**config.mk**
```make
export PLATFORM = sky130hd
export DESIGN_NAME = fetch_queue_unit_flat
export DESIGN_NICKNAME = d
export VERILOG_FILES = /design/src/rtl/fetch_queue_if.sv /design/src/rtl/fetch_queue_unit.sv /design/src/flat_wrapper.sv
export SDC_FILE = /design/constraint.sdc
export NUM_CORES = 1
export LEC_CHECK = 0
export ABC_AREA = 1
export CORE_MARGIN = 1
export CORE_UTILIZATION = 55
export CTS_CLUSTER_SIZE = 24
export DETAILED_ROUTE_END_ITERATION = 6
export GPL_TIMING_DRIVEN = 0
export PLACE_DENSITY = 0.83
export SKIP_LAST_GASP = 1
export SLEW_MARGIN = 5
export SYNTH_ARGS = -nofsm -noshare
export SYNTH_HDL_FRONTEND = slang
export SYNTH_SLANG_ARGS = --single-unit
export TNS_END_PERCENT = 30
```
**constraint.sdc**
```tcl
create_clock -name clk -period 9 [get_ports clk]
set_clock_uncertainty 0.1 [all_clocks]
set_input_delay 2.25 -clock clk [delete_from_list [all_inputs] [get_ports clk]]
set_output_delay 2.25 -clock clk [all_outputs]
set_load 0.01 [all_outputs]
```
**src/rtl/fetch_queue_if.sv**
```systemverilog
// Fetch-stage bus bundle: icache request/response, redirect, decode handshake and occupancy.
// master = fetch unit side, slave = environment (icache, branch unit, decode).
interface fetch_queue_if #(
    parameter int unsigned PC_W    = 32,
    parameter int unsigned INSTR_W = 32,
    parameter int unsigned DEPTH   = 4
) ();
    localparam int unsigned CNT_W = $clog2(DEPTH) + 1;

    logic               ic_req_valid;
    logic [PC_W-1:0]    ic_req_addr;
    logic               ic_req_ready;
    logic               ic_rsp_valid;
    logic [INSTR_W-1:0] ic_rsp_instr;
    logic               redir_valid;
    logic [PC_W-1:0]    redir_pc;
    logic               dec_valid;
    logic [INSTR_W-1:0] dec_instr;
    logic [PC_W-1:0]    dec_pc;
    logic               dec_ready;
    logic [CNT_W-1:0]   fq_count;

    modport master (
        output ic_req_valid, ic_req_addr,
        input  ic_req_ready, ic_rsp_valid, ic_rsp_instr,
        input  redir_valid, redir_pc,
        output dec_valid, dec_instr, dec_pc,
        input  dec_ready,
        output fq_count
    );

    modport slave (
        input  ic_req_valid, ic_req_addr,
        output ic_req_ready, ic_rsp_valid, ic_rsp_instr,
        output redir_valid, redir_pc,
        input  dec_valid, dec_instr, dec_pc,
        output dec_ready,
        input  fq_count
    );
endinterface

```
**src/rtl/fetch_queue_unit.sv**
```systemverilog
// Decoupled instruction fetch: PC owner, credit-limited icache requests, in-order fetch queue.
// Optional FQ_BYPASS_EN forwards a response straight to decode when the queue is empty.
module fetch_queue_unit #(
    parameter int unsigned     PC_W     = 32,
    parameter int unsigned     INSTR_W  = 32,
    parameter int unsigned     DEPTH    = 4,
    parameter int unsigned     MAX_OUT  = 2,
    parameter logic [PC_W-1:0] RESET_PC = '0
) (
    input  logic          clk,
    input  logic          rst,
    fetch_queue_if.master bus
);
    localparam int unsigned PTR_W     = $clog2(DEPTH);
    localparam int unsigned CNT_W     = PTR_W + 1;
    localparam int unsigned TAG_PTR_W = (MAX_OUT > 1) ? $clog2(MAX_OUT) : 1;
    localparam int unsigned INF_W     = $clog2(MAX_OUT + 1);

    logic [PC_W-1:0]      pc_q, pc_d;
    logic [PC_W-1:0]      fq_pc_q    [DEPTH];
    logic [INSTR_W-1:0]   fq_instr_q [DEPTH];
    logic [PTR_W-1:0]     wr_ptr_q, wr_ptr_d, rd_ptr_q, rd_ptr_d;
    logic [CNT_W-1:0]     count_q, count_d;
    logic [PC_W-1:0]      tag_q [MAX_OUT];
    logic [TAG_PTR_W-1:0] tag_wr_q, tag_wr_d, tag_rd_q, tag_rd_d;
    logic [INF_W-1:0]     inflight_q, inflight_d, drop_q, drop_d;

    logic req_valid_c, req_fire_c, rsp_acc_c, push_c, pop_c, bypass_c, redir_c;

    function automatic logic [TAG_PTR_W-1:0] tag_inc(input logic [TAG_PTR_W-1:0] p);
        return (p == TAG_PTR_W'(MAX_OUT - 1)) ? '0 : p + TAG_PTR_W'(1);
    endfunction

    // Handshake qualification; the credit rule reserves a queue slot for every outstanding request.
    always_comb begin
        redir_c     = bus.redir_valid;
        req_valid_c = !rst && !redir_c && (32'(inflight_q) < MAX_OUT)
                      && ((32'(count_q) + 32'(inflight_q)) < DEPTH);
        req_fire_c  = req_valid_c && bus.ic_req_ready;
        rsp_acc_c   = bus.ic_rsp_valid && (inflight_q != '0);
`ifdef FQ_BYPASS_EN
        bypass_c    = !rst && rsp_acc_c && (count_q == '0) && (drop_q == '0)
                      && !redir_c && bus.dec_ready;
`else
        bypass_c    = 1'b0;
`endif
        push_c      = rsp_acc_c && !redir_c && (drop_q == '0) && !bypass_c;
        pop_c       = (count_q != '0) && !redir_c && bus.dec_ready;
    end

    assign bus.ic_req_valid = req_valid_c;
    assign bus.ic_req_addr  = pc_q;
    assign bus.dec_valid    = !rst && (((count_q != '0) && !redir_c) || bypass_c);
    assign bus.dec_pc       = bypass_c ? tag_q[tag_rd_q] : fq_pc_q[rd_ptr_q];
    assign bus.dec_instr    = bypass_c ? bus.ic_rsp_instr : fq_instr_q[rd_ptr_q];
    assign bus.fq_count     = rst ? '0 : count_q;

    always_comb begin
        pc_d       = pc_q;
        tag_wr_d   = req_fire_c ? tag_inc(tag_wr_q) : tag_wr_q;
        tag_rd_d   = rsp_acc_c ? tag_inc(tag_rd_q) : tag_rd_q;
        inflight_d = inflight_q + INF_W'(req_fire_c) - INF_W'(rsp_acc_c);
        drop_d     = drop_q;
        wr_ptr_d   = wr_ptr_q + PTR_W'(push_c);
        rd_ptr_d   = rd_ptr_q + PTR_W'(pop_c);
        count_d    = count_q + CNT_W'(push_c) - CNT_W'(pop_c);
        if (req_fire_c) begin
            pc_d = pc_q + PC_W'(4);
        end
        if (rsp_acc_c && (drop_q != '0)) begin
            drop_d = drop_q - INF_W'(1);
        end
        // Squash everything still in flight; pending drops are already part of inflight.
        if (redir_c) begin
            pc_d     = bus.redir_pc & ~PC_W'(3);
            drop_d   = inflight_q - INF_W'(rsp_acc_c);
            wr_ptr_d = '0;
            rd_ptr_d = '0;
            count_d  = '0;
        end
    end

    always_ff @(posedge clk) begin
        if (rst) begin
            pc_q       <= RESET_PC;
            wr_ptr_q   <= '0;
            rd_ptr_q   <= '0;
            count_q    <= '0;
            tag_wr_q   <= '0;
            tag_rd_q   <= '0;
            inflight_q <= '0;
            drop_q     <= '0;
        end else begin
            pc_q       <= pc_d;
            wr_ptr_q   <= wr_ptr_d;
            rd_ptr_q   <= rd_ptr_d;
            count_q    <= count_d;
            tag_wr_q   <= tag_wr_d;
            tag_rd_q   <= tag_rd_d;
            inflight_q <= inflight_d;
            drop_q     <= drop_d;
        end
    end

    // Storage arrays carry no reset; validity is tracked by the pointers and counters.
    always_ff @(posedge clk) begin
        if (req_fire_c) begin
            tag_q[tag_wr_q] <= pc_q;
        end
        if (push_c) begin
            fq_pc_q[wr_ptr_q]    <= tag_q[tag_rd_q];
            fq_instr_q[wr_ptr_q] <= bus.ic_rsp_instr;
        end
    end

    a_rsp_has_request: assert property (@(posedge clk) disable iff (rst)
        bus.ic_rsp_valid |-> (inflight_q != '0));
endmodule

```
**src/flat_wrapper.sv**
```systemverilog
// flat-port wrapper written by rule: the top's interface ports become plain ports
module fetch_queue_unit_flat 
#(
    parameter int unsigned     PC_W     = 32,
    parameter int unsigned     INSTR_W  = 32,
    parameter int unsigned     DEPTH    = 4,
    parameter int unsigned     MAX_OUT  = 2,
    parameter logic [PC_W-1:0] RESET_PC = '0
)
  (clk, rst, bus_ic_req_valid, bus_ic_req_addr, bus_ic_req_ready, bus_ic_rsp_valid, bus_ic_rsp_instr, bus_redir_valid, bus_redir_pc, bus_dec_valid, bus_dec_instr, bus_dec_pc, bus_dec_ready, bus_fq_count);
  fetch_queue_if #(.PC_W(PC_W), .INSTR_W(INSTR_W), .DEPTH(DEPTH)) bus_i ();
  input  logic clk;
  input  logic rst;
  output wire logic [$bits(bus_i.ic_req_valid)-1:0] bus_ic_req_valid;
  output wire logic [$bits(bus_i.ic_req_addr)-1:0] bus_ic_req_addr;
  input wire logic [$bits(bus_i.ic_req_ready)-1:0] bus_ic_req_ready;
  input wire logic [$bits(bus_i.ic_rsp_valid)-1:0] bus_ic_rsp_valid;
  input wire logic [$bits(bus_i.ic_rsp_instr)-1:0] bus_ic_rsp_instr;
  input wire logic [$bits(bus_i.redir_valid)-1:0] bus_redir_valid;
  input wire logic [$bits(bus_i.redir_pc)-1:0] bus_redir_pc;
  output wire logic [$bits(bus_i.dec_valid)-1:0] bus_dec_valid;
  output wire logic [$bits(bus_i.dec_instr)-1:0] bus_dec_instr;
  output wire logic [$bits(bus_i.dec_pc)-1:0] bus_dec_pc;
  input wire logic [$bits(bus_i.dec_ready)-1:0] bus_dec_ready;
  output wire logic [$bits(bus_i.fq_count)-1:0] bus_fq_count;
  assign bus_ic_req_valid = bus_i.ic_req_valid;
  assign bus_ic_req_addr = bus_i.ic_req_addr;
  assign bus_i.ic_req_ready = bus_ic_req_ready;
  assign bus_i.ic_rsp_valid = bus_ic_rsp_valid;
  assign bus_i.ic_rsp_instr = bus_ic_rsp_instr;
  assign bus_i.redir_valid = bus_redir_valid;
  assign bus_i.redir_pc = bus_redir_pc;
  assign bus_dec_valid = bus_i.dec_valid;
  assign bus_dec_instr = bus_i.dec_instr;
  assign bus_dec_pc = bus_i.dec_pc;
  assign bus_i.dec_ready = bus_dec_ready;
  assign bus_fq_count = bus_i.fq_count;
  fetch_queue_unit #(.PC_W(PC_W), .INSTR_W(INSTR_W), .DEPTH(DEPTH), .MAX_OUT(MAX_OUT), .RESET_PC(RESET_PC)) u_core (.clk(clk), .rst(rst), .bus(bus_i));
endmodule
```
==> summary by stage, run 1 <==
Synth
The count of state elements after synthesis is 352. The area share of xor/xnor cells in the synthesized design is 0.00556. For this run, the number of Yosys warnings is 0. The async set-reset flop share out of synthesis is 0. The compound-cell area share of the yosys netlist is 0.0894. After synthesis, the share of cell area in mux cells is 0.0238.

The share of the Yosys chip area taken by registers is 0.715. The synthesized area per cell is 12.0 sq um. The number of enable-type register cells in the synthesized netlist is 308.

The count of unique library cells instantiated by Yosys is 36. Ranked by instance count, the synthesized netlist is headed by edfxtp_1, nor2_1, nand2_1, o21ai_0, inv_1. The synthesized netlist occupies a cell area of 14200 sq um. In the post-synthesis netlist, the cell with the most instances is edfxtp_1. The cell type contributing the most total cell area after synthesis is edfxtp_1. The simple-gate area share of the yosys netlist is 0.122. By area, the combinational part of the netlist is dominated by simple AND/OR/NAND/NOR gates. The area share of the largest cell type after synthesis is 0.653.

The post-synthesis share of cell area spent on full adders, half adders and majority gates is 0.00671. The most used flip-flop cell after synthesis is edfxtp_1. Counting every instance in the synthesized netlist gives 1180. By area the synthesized netlist is led by edfxtp_1, dfxtp_1, nor2_1, o21ai_0, nand2_1.

STA
In the post-route analysis, the smallest setup slack over all paths is 2.20 ns. Of the available clock period, the critical path in the final layout requires 0.755. Setup repair after global routing left no endpoint under its margin. The final hold violation count is 0. Derived from the worst setup path, the maximum achievable clock frequency is 147 MHz.

The number of max-slew violations in the final report is 0. The clock period minus worst slack is 6.80 ns. The number of endpoints failing setup at the final stage is 0.

For the pin with the worst max-slew slack, the measured transition is 0.897 ns. The relative slew slack is 0.400. In the final timing run, aggregate negative setup slack is 0 ns.

Detailed routing
The routed layout has 10000 vias. The length of routed wiring on met1 is 13400 um. The met3 wire length is 2670 um. The top metal layer carrying routed signals is met4. The first detailed-routing pass ran for 5 iterations. The average routed wire per standard cell is 19.0 um.

The ratio of routed vias to standard cells is 5.68. The detail route stage leaves a number of antenna-violating nets equal to 0. The initial DRC count is 900. The final wirelength is 33500 um.

The total DRC errors in the routed layout is 0. After detailed routing, the met2 layer carries 16700 um of wire.

Floorplanning
The area of the core is 25300 sq um. The total I/O pin count is 171. The horizontal extent of the die is 163 um. The starting density of the core is 0.561.

The y dimension of the die is 163 um. The floorplan step defined a die boundary enclosing 26400 sq um. The floorplan has 58 rows.

Placed design
The congestion estimate from routability-driven global placement came to 0.873. During placement, the flow inserted port buffers numbering 163. Counting tap cells, the placed design contains a total of 1701 instances. Once placement finished, the instance area stood at 16500 sq um. Detailed placement finished with a half-perimeter wire length of 22300 um.

The post-place setup slack is 2.21 ns.

Critical path
The startpoint of the most critical setup path is rst. The launching element type of the critical path is an input pin. In this run the critical register-to-register path is launched from u_core.drop_q[0]. The data arrival time of the critical path is 4.45 ns. Of all nets on the critical path, the largest fanout is 10. Data on the critical path is required at its endpoint by 6.65 ns.

STA classifies the critical path endpoint as an output port. The worst register-to-register path has a setup slack of 5.85 ns. The path type of the worst setup path is in2out.

Cells and area
From synthesis to final layout, the design area changed by 24.4%. At the end of the flow, the number of nets in the layout was 1486. The share of cells above drive strength 1 is 0.0955. Once layout is done, the placed cells without fillers occupy 17600 sq um.

The antenna diode instance count is 0. The finished layout holds 1764 standard cells, fillers aside.

Hold path
In this run the worst hold path is classified as reg2reg. In this run the most critical hold path is launched from u_core.drop_q[1].

Power and ir drop
The cell leakage power is 6.12 nW. The net load switching power is 0.843 mW. IR analysis of the VDD net gives a maximum drop of 0.000124 V. The fraction of power spent switching nets is 0.227.

The internal power consumption is 2.87 mW. Of the total power, combinational logic draws 0.109. The power per unit of standard cell area is 211 nW/um^2. Of the total power, registers draw 0.515.

The share of total power dissipated in the clock network is 0.377.

Global route
The total global routing track utilization is 0.257. Entering global routing, the biggest net connects 32 pins. The via count of the first global-routing pass was 9845.

The initial antenna violation count is 0. The total overflow left after global routing is 0. The wire length of the first global-routing pass is 51700 um.

Clock tree
The number of gates resized after CTS was 0. The H-tree depth reported by CTS is 2. TritonCTS built the clock tree. The post-CTS repair timing setup buffer count is 0. The number of clock sinks seen by CTS is 352.

Buffers inserted during clock tree synthesis total 36. The tree is rooted in a clkbuf_16. The number of buffers added to fix hold violations after cts is 0. Clock latency on the worst-skew pair, taken at its later pin, is 0.51 ns.

In this run the deepest clock path goes through 3 buffers. Clock-pin slew was measured on the worst setup and hold paths at 0.06 ns.

Outcome
The run finished with clean final reports.

Flow run
The count of max-cap constraint violations is 0.
[per-stage QoR]
step           power, mW  utilization  hold slack, ns
6_report            3.72        0.698           0.405
5_1_grt             3.83        0.698           0.436
4_1_cts             3.73        0.698           0.403
3_5_place_dp        2.34        0.654           0.392
3_3_place_gp        2.32        0.643           0.337
2_1_floorplan       2.15            -           0.326
[power groups by stage]
stage	combinational, mW	clock, mW	sequential, mW
final	0.405	1.40	1.91
after global placement	0.369	0	1.95
after detailed placement	0.397	0	1.95
after floorplan	0.207	0	1.94
after global routing	0.439	1.47	1.92
after CTS	0.404	1.41	1.91
[placed cells by master, fill, tap and decap left out, types with 2 or more instances in the layout]
cell type / count
edfxtp_1: 308
nor2_1: 186
clkdlybuf4s50_1: 163
nand2_1: 152
o21ai_0: 138
inv_1: 66
o22ai_1: 62
nand3_1: 56
clkbuf_1: 56
dfxtp_1: 44
clkbuf_16: 37
mux2_2: 30
a21oi_1: 23
buf_6: 14
buf_4: 14
clkinv_2: 9
buf_2: 7
xnor2_1: 6
ha_1: 6
a31oi_1: 5
clkinv_1: 5
nor3_2: 4
conb_1: 4
buf_8: 4
o21bai_1: 3
xor2_1: 3
nor3_1: 3
nor2_2: 2
nand2_2: 2
nor2_4: 2
nand3_2: 2
or2_2: 2
nand4_1: 2
and2_1: 2
bufinv_16: 2
[critical path, stage by stage]
cell             delay, ns
clkdlybuf4s50_1       0.58
clkbuf_1              0.50
clkbuf_1              0.50
nor2_1                0.12
clkdlybuf4s50_1       0.50
[sequential cells by signal, indices dropped and copies added (netlist names), named ones only]
signal	cells
u_core.bus.ic_req_addr	30
u_core.count_q	3
u_core.drop_q	2
u_core.fq_instr_q	128
u_core.fq_pc_q	120
u_core.inflight_q	2
u_core.rd_ptr_q	2
u_core.tag_q	60
u_core.tag_rd_q	1
u_core.tag_wr_q	1
u_core.wr_ptr_q	2
[metal layers]
metal	track usage	vias to the layer above
li1	-	4646
met3	0.0395	73
met4	0.0870	0
met5	0	-
met2	0.448	507
met1	0.327	4795
[kinds of logic (layout without fill, tap and decap cells)]
| group | after synthesis | after routing |
|---|---|---|
| buffers and inverters | 129 | 380 |
| XOR/XNOR | 9 | 9 |
| other | 1 | 4 |
| multiplexers | 30 | 30 |
| AO/OA/AOI/OAI | 233 | 233 |
| flip-flops | 352 | 352 |
| AND/OR/NAND/NOR | 419 | 419 |
| adder cells (fa/ha/maj) | 7 | 7 |
[area by class of cell]
class	instances	area, sq um
tap	330	413
clock buffer	47	973
multi-input combinational	702	3560
buffer	61	275
timing repair buffer	188	1890
sequential	352	10100
fill	1749	7630
inverter	68	255
clock inverter	16	128
[final timing paths]
check	to	cells past startpoint
setup / recovery	bus_fq_count[1]	5
hold / removal	u_core.drop_q[1]	2
setup reg to reg	u_core.fq_instr_q[3][4]	9
hold reg to reg	u_core.drop_q[1]	2
(Power assumes the default switching activity.)
==> inputs of run 2 (changes only) <==
clock period = 6.5 ns   (was 9 ns; I/O delays follow)
==> results of run 2 <==
The final DEF is identical to that of run 1. Status: completed.
Among the figures that moved: setup slack after placement 2.21 ns -> 0.963 ns; setup slack after layout 2.20 ns -> 0.952 ns; register-to-register setup slack 5.85 ns -> 3.35 ns; total power 3.72 mW -> 5.15 mW; worst IR drop on VDD 0.000124 V -> 0.000172 V
